===== src/rtl/fetch_stage_pkg.sv =====
// rtl/fetch_stage_pkg.sv - shared constants for the MIPS IF stage
//
// Purpose: reset/exception vectors, legal instruction-memory window and
//          exception codes shared by fetch_stage and fetch_stage_npc_sel.
// Ports:   none (package).
package fetch_stage_pkg;

  localparam logic [31:0] DEF_RESET_PC = 32'h0000_3000;
  localparam logic [31:0] DEF_EXC_VEC  = 32'h0000_4180;
  localparam logic [31:0] DEF_IM_LO    = 32'h0000_3000;
  localparam logic [31:0] DEF_IM_HI    = 32'h0000_6FFC;
  localparam int          DEF_IM_AW    = 12;

  localparam logic [4:0] EXC_NONE = 5'd0;
  localparam logic [4:0] EXC_ADEL = 5'd4;
  localparam logic [4:0] EXC_RI   = 5'd10;

endpackage


===== src/rtl/fetch_stage_npc_sel.sv =====
// rtl/fetch_stage_npc_sel.sv - next-PC priority mux
//
// Purpose: picks the next fetch PC. Priority, highest first:
//          reset, exception request, stall, eret, branch/jump redirect, PC+4.
// Ports:
//   i_reset     synchronous reset request -> RESET_PC
//   i_req       exception/interrupt taken -> EXC_VEC (beats stall)
//   i_stall     hold current PC
//   i_eret      eret in D -> i_epc
//   i_epc       forwarded EPC
//   i_redirect  branch taken / jump in D -> i_target
//   i_target    D-stage branch/jump target
//   i_pc        current PC
//   o_npc       selected next PC
module fetch_stage_npc_sel
  import fetch_stage_pkg::*;
#(
  parameter logic [31:0] RESET_PC = DEF_RESET_PC,
  parameter logic [31:0] EXC_VEC  = DEF_EXC_VEC
) (
  input  logic        i_reset,
  input  logic        i_req,
  input  logic        i_stall,
  input  logic        i_eret,
  input  logic [31:0] i_epc,
  input  logic        i_redirect,
  input  logic [31:0] i_target,
  input  logic [31:0] i_pc,
  output logic [31:0] o_npc
);

  always_comb begin
    o_npc = i_pc + 32'd4;
    if (i_reset)         o_npc = RESET_PC;
    else if (i_req)      o_npc = EXC_VEC;
    else if (i_stall)    o_npc = i_pc;
    else if (i_eret)     o_npc = i_epc;
    else if (i_redirect) o_npc = i_target;
  end

endmodule


===== src/rtl/fetch_stage.sv =====
// rtl/fetch_stage.sv - IF stage: PC register, BRAM address, AdEL detection
//
// Purpose: owns the PC, drives the synchronous-read instruction BRAM from the
//          next PC so the word for PC arrives one cycle later, and flags
//          fetch-address exceptions.
// Build option: PC_RANGE_CHECK_EN - when defined, a PC outside
//          [IM_LO, IM_HI] also raises AdEL; otherwise only misalignment does.
// Ports:
//   clk, reset    clock; synchronous active-high reset
//   stall         hazard stall (hold PC)
//   Req           exception/interrupt taken
//   D_eret        eret decoded in D
//   EPC           forwarded CP0 EPC
//   D_redirect    D-stage branch taken or jump
//   D_target      D-stage branch/jump target
//   D_is_jb       D-stage instruction is a branch/jump
//   im_addr       BRAM word address (combinational from next PC)
//   im_rdata      BRAM read data (one cycle after im_addr)
//   F_PC          current fetch PC
//   F_Instr       fetched instruction, 0 on fault
//   F_DelaySlot   F instruction sits in a delay slot
//   F_EXCCode     0 = none, 4 = AdEL
module fetch_stage
  import fetch_stage_pkg::*;
#(
  parameter logic [31:0] RESET_PC = DEF_RESET_PC,
  parameter logic [31:0] EXC_VEC  = DEF_EXC_VEC,
  parameter logic [31:0] IM_LO    = DEF_IM_LO,
  parameter int          IM_AW    = DEF_IM_AW
) (
  input  logic             clk,
  input  logic             reset,
  input  logic             stall,
  input  logic             Req,
  input  logic             D_eret,
  input  logic [31:0]      EPC,
  input  logic             D_redirect,
  input  logic [31:0]      D_target,
  input  logic             D_is_jb,
  output logic [IM_AW-1:0] im_addr,
  input  logic [31:0]      im_rdata,
  output logic [31:0]      F_PC,
  output logic [31:0]      F_Instr,
  output logic             F_DelaySlot,
  output logic [4:0]       F_EXCCode
);

  // Word offset of the bottom of the instruction window inside the BRAM
  // address space; subtracting it maps IM_LO to BRAM word 0.
  localparam logic [IM_AW-1:0] LO_WORD = IM_LO[IM_AW+1:2];

  logic [31:0] r_pc;
  logic [31:0] w_npc;
  logic        w_fault;

  fetch_stage_npc_sel #(
    .RESET_PC (RESET_PC),
    .EXC_VEC  (EXC_VEC)
  ) u_npc_sel (
    .i_reset    (reset),
    .i_req      (Req),
    .i_stall    (stall),
    .i_eret     (D_eret),
    .i_epc      (EPC),
    .i_redirect (D_redirect),
    .i_target   (D_target),
    .i_pc       (r_pc),
    .o_npc      (w_npc)
  );

  always_ff @(posedge clk) begin
    if (reset) r_pc <= RESET_PC;
    else       r_pc <= w_npc;
  end

  // Truncation to IM_AW bits keeps any out-of-window PC inside the BRAM.
  assign im_addr = w_npc[IM_AW+1:2] - LO_WORD;

`ifdef PC_RANGE_CHECK_EN
  assign w_fault = (r_pc[1:0] != 2'b00) || (r_pc < IM_LO) || (r_pc > DEF_IM_HI);
`else
  assign w_fault = (r_pc[1:0] != 2'b00);
`endif

  assign F_PC        = r_pc;
  assign F_Instr     = w_fault ? 32'h0 : im_rdata;
  assign F_EXCCode   = w_fault ? EXC_ADEL : EXC_NONE;
  // eret has no delay slot, so its wrong-path fetch is never flagged.
  assign F_DelaySlot = D_is_jb & ~D_eret;

endmodule


===== config.mk =====
export PLATFORM = sky130hd
export DESIGN_NAME = fetch_stage
export DESIGN_NICKNAME = d
export VERILOG_FILES = /design/src/rtl/fetch_stage_pkg.sv /design/src/rtl/fetch_stage_npc_sel.sv /design/src/rtl/fetch_stage.sv
export SDC_FILE = /design/constraint.sdc
export NUM_CORES = 1
export LEC_CHECK = 0
export ABC_AREA = 0
export CAP_MARGIN = 20
export CORE_MARGIN = 5
export CORE_UTILIZATION = 35
export DETAILED_ROUTE_END_ITERATION = 10
export PLACE_DENSITY = 0.78
export SLEW_MARGIN = 40
export SYNTH_ARGS = -nofsm -noshare
export SYNTH_HDL_FRONTEND = slang
export SYNTH_SLANG_ARGS = --single-unit

===== constraint.sdc =====
create_clock -name clk -period 2.2 [get_ports clk]
set_clock_uncertainty 0.15 [all_clocks]
set_input_delay 0.33 -clock clk [delete_from_list [all_inputs] [get_ports clk]]
set_output_delay 0.33 -clock clk [all_outputs]
set_load 0.02 [all_outputs]

==> impl_results.md <==
- Crit path kind: reg2out
- Synth Register Bits: 32
- Int Power: 1.331 mW
- Mapped Area: 2849 µm²
- Yosys top cell area share: 0.2249
- Area delta synth->final: 92.45%
- Cell with the most instances after synthesis: and2_1
- Clk pwr share: 0.243
- Number of flip-flops in the largest register: 30
- Fillers: 704
- Drt pass-1 iters: 4
- Share of cells above drive strength 1: 0.2629
- Synth area leader: dfxtp_1
- R2R depth: 8
- P_leak: 2.340 nW
- CTS sink count: 32
- Htree depth: 2
- Worst Path Required: 1720 ps
- # IOs: 185
- Std-Cell Rows: 33
- Worst slack at placement: -824.0 ps
- First-pass GRT wire length: 19.67 mm
- Initial cell density of the core: 0.3520
- Clk_lat worst skew: 290 ps
- Hold crit path type: reg2reg
- Yosys warning total: 0
- VDD IR max: 196.2 µV
- Crit-path cells: buf_6 > and4_4 > buf_6 > nand3_4 > mux2i_1 > o21ai_1 > o221a_2 > buf_6
- Top cell by count, worst path: buf_6
- Crit-path max FO: 4
- Net switching power: 0.6562 mW
- FFs w/ async S/R, synth: 0
- Worst reg-to-reg setup slack: 70 ps
- Crit start category: register
- Worst-path clk slew: 70 ps
- Detail Route Antenna Nets: 0
- Die W: 100.2 µm
- Die Y: 100.2 µm
- Hold path depth: 2
- DRC: 0
- Average size of a mapped cell: 7.478 µm²
- Total Nets Final: 723
- Routed vias: 3,934
- Routed Wire Length: 12.58 mm
- Final Wtd Congestion: 0.9214
- Main flop type after synthesis: dfxtp_1
- Status: finished with violations
- Combinational share of power: 0.437
- Pin count of the biggest net entering global routing: 34
- Final Hold Fails: 0
- Levels on crit path: 8
- Final Max Slew Viols: 0
- Initial antenna violation count: 1
- Core box area: 8093 µm²
- Sequential share of power: 0.320
- CP max stage delay: 340 ps
- Vias in the first global route: 4,037
- Ranking of synthesized cells by area: dfxtp_1 22%, and2_1 7.7%, a21oi_1 5.1%, buf_4 4.5%, nand2_1 4.0%
- Critical Path End Type: output pin
- Clock root cell: clkbuf_8
- Failing checks: negative setup slack
- Critical path buffer and inverter count: 3
- Ant diodes: 0
- Final core utilization: 0.6775
- Synth unique cells: 63
- Vias/cell: 5.426
- Placed insts: 703
- Gr usage total: 0.2401
- Half-perimeter wire length after placement: 10.03 mm
- Fin crit period: 2404 ps
- PwrDens: 362.5 nW/µm²
- Unrepaired setup endpoints after global routing: true
- CP arrival: 1920 ps
- Initial DRC count: 190
- Final instance count without filler cells: 725
- Switching Share: 0.3302
- Wire per inst: 17.35 µm
- CP top delay family: compound AO/OA/AOI/OAI gates
- Cells after Synth: 381
- Die area: 10,040 µm²
- Most frequent cells after synthesis: 35 x and2_1, 32 x dfxtp_1, 30 x nand2_1
- Max-Cap Viols: 0
- Buffers on Ports: 180
- Number of CTS-inserted buffers: 5
- Highest-delay cell along the critical path: dfxtp_2
- Setup violators final: 8
- Register area share after synthesis: 0.2249
- Clk buf depth: 2
- CTS tree: done
- Final period util: 1.093
- Final worst slack: -203.6 ps
- Peak Freq: 0.4160 GHz
- GRT overflow: 0
- EDFF count, synth: 0
- Setup TNS: -974.1 ps
[stage by stage]
step	hold WS [ps]	power [mW]	area, µm²
floorplan	356.5	1.026	2864
global placement	346.9	1.516	5196
detailed placement	359.2	1.523	5196
CTS	369.0	1.984	5405
global route	417.1	2.080	5483
finish	371.0	1.988	5483
[power groups by stage]
stage,Sequential (mW),Combinational [mW],Clock (mW)
after floorplan,0.673,0.352,0
after global placement,0.646,0.869,0
after detailed placement,0.647,0.876,0
after CTS,0.636,0.862,0.487
after global routing,0.641,0.927,0.512
final,0.637,0.868,0.483
[cell usage in the layout (no fill, tap or decap), types with 8 or more instances in the layout]
| master | instances |
|---|---|
| nand2_1 | 28 |
| a22o_1 | 8 |
| a31oi_1 | 9 |
| buf_6 | 16 |
| nand3_1 | 9 |
| o21ai_0 | 12 |
| a21oi_1 | 27 |
| buf_4 | 84 |
| o21ai_1 | 8 |
| nor2_1 | 22 |
| dfxtp_1 | 26 |
| and2_1 | 34 |
| clkdlybuf4s50_1 | 131 |
| dlygate4sd2_1 | 34 |
| nand4_1 | 12 |
[logic make-up (layout without fill, tap and decap cells)]
group	after synthesis	in the layout	share of synthesized area
multiplexers	5	5	0.01801
adder cells (fa/ha/maj)	1	1	0.004391
flip-flops	32	32	0.2249
other	1	4	0.001316
AO/OA/AOI/OAI	130	130	0.3228
XOR/XNOR	5	5	0.01537
buffers and inverters	55	291	0.09838
AND/OR/NAND/NOR	152	152	0.3149
[what timing repair did]
action	CTS	global route
hold buffers	0	0
setup buffers	7	7
hold endpoints to repair	0	0
pin swaps	18	9
endpoints found under the setup margin	45	16
resized for setup	142	14
[tightest hold or removal path, cell delays in order (launching register included)]
cell and delay (ps):
dfxtp_1 330, o21ai_0 80, a21oi_1 60
[metal layers]
layer	part of all wire	vias up	GRT usage
met5	0.0010	-	0
met1	0.40	1848	0.2789
li1	-	1881	-
met2	0.50	180	0.4205
met3	0.089	23	0.08061
met4	0.018	2	0.06425
[worst paths after layout]
check,start,end
worst max-delay path,F_PC[2],im_addr[7]
worst min-delay path,F_PC[25],F_PC[25]
worst max register to register,F_PC[3],F_PC[28]
worst min register to register,F_PC[25],F_PC[25]
[layout make-up]
cell class / count / area, µm² / area share
well taps: 105 / 131.4 / 0.02396
multi-input cells: 297 / 2062 / 0.3761
flip-flops and latches: 32 / 648.1 / 0.1182
clock buffers: 8 / 90.09 / 0.01643
repair buffers: 276 / 2525 / 0.4605
inverters: 7 / 26.28 / 0.004792
(Power assumes the default switching activity.)
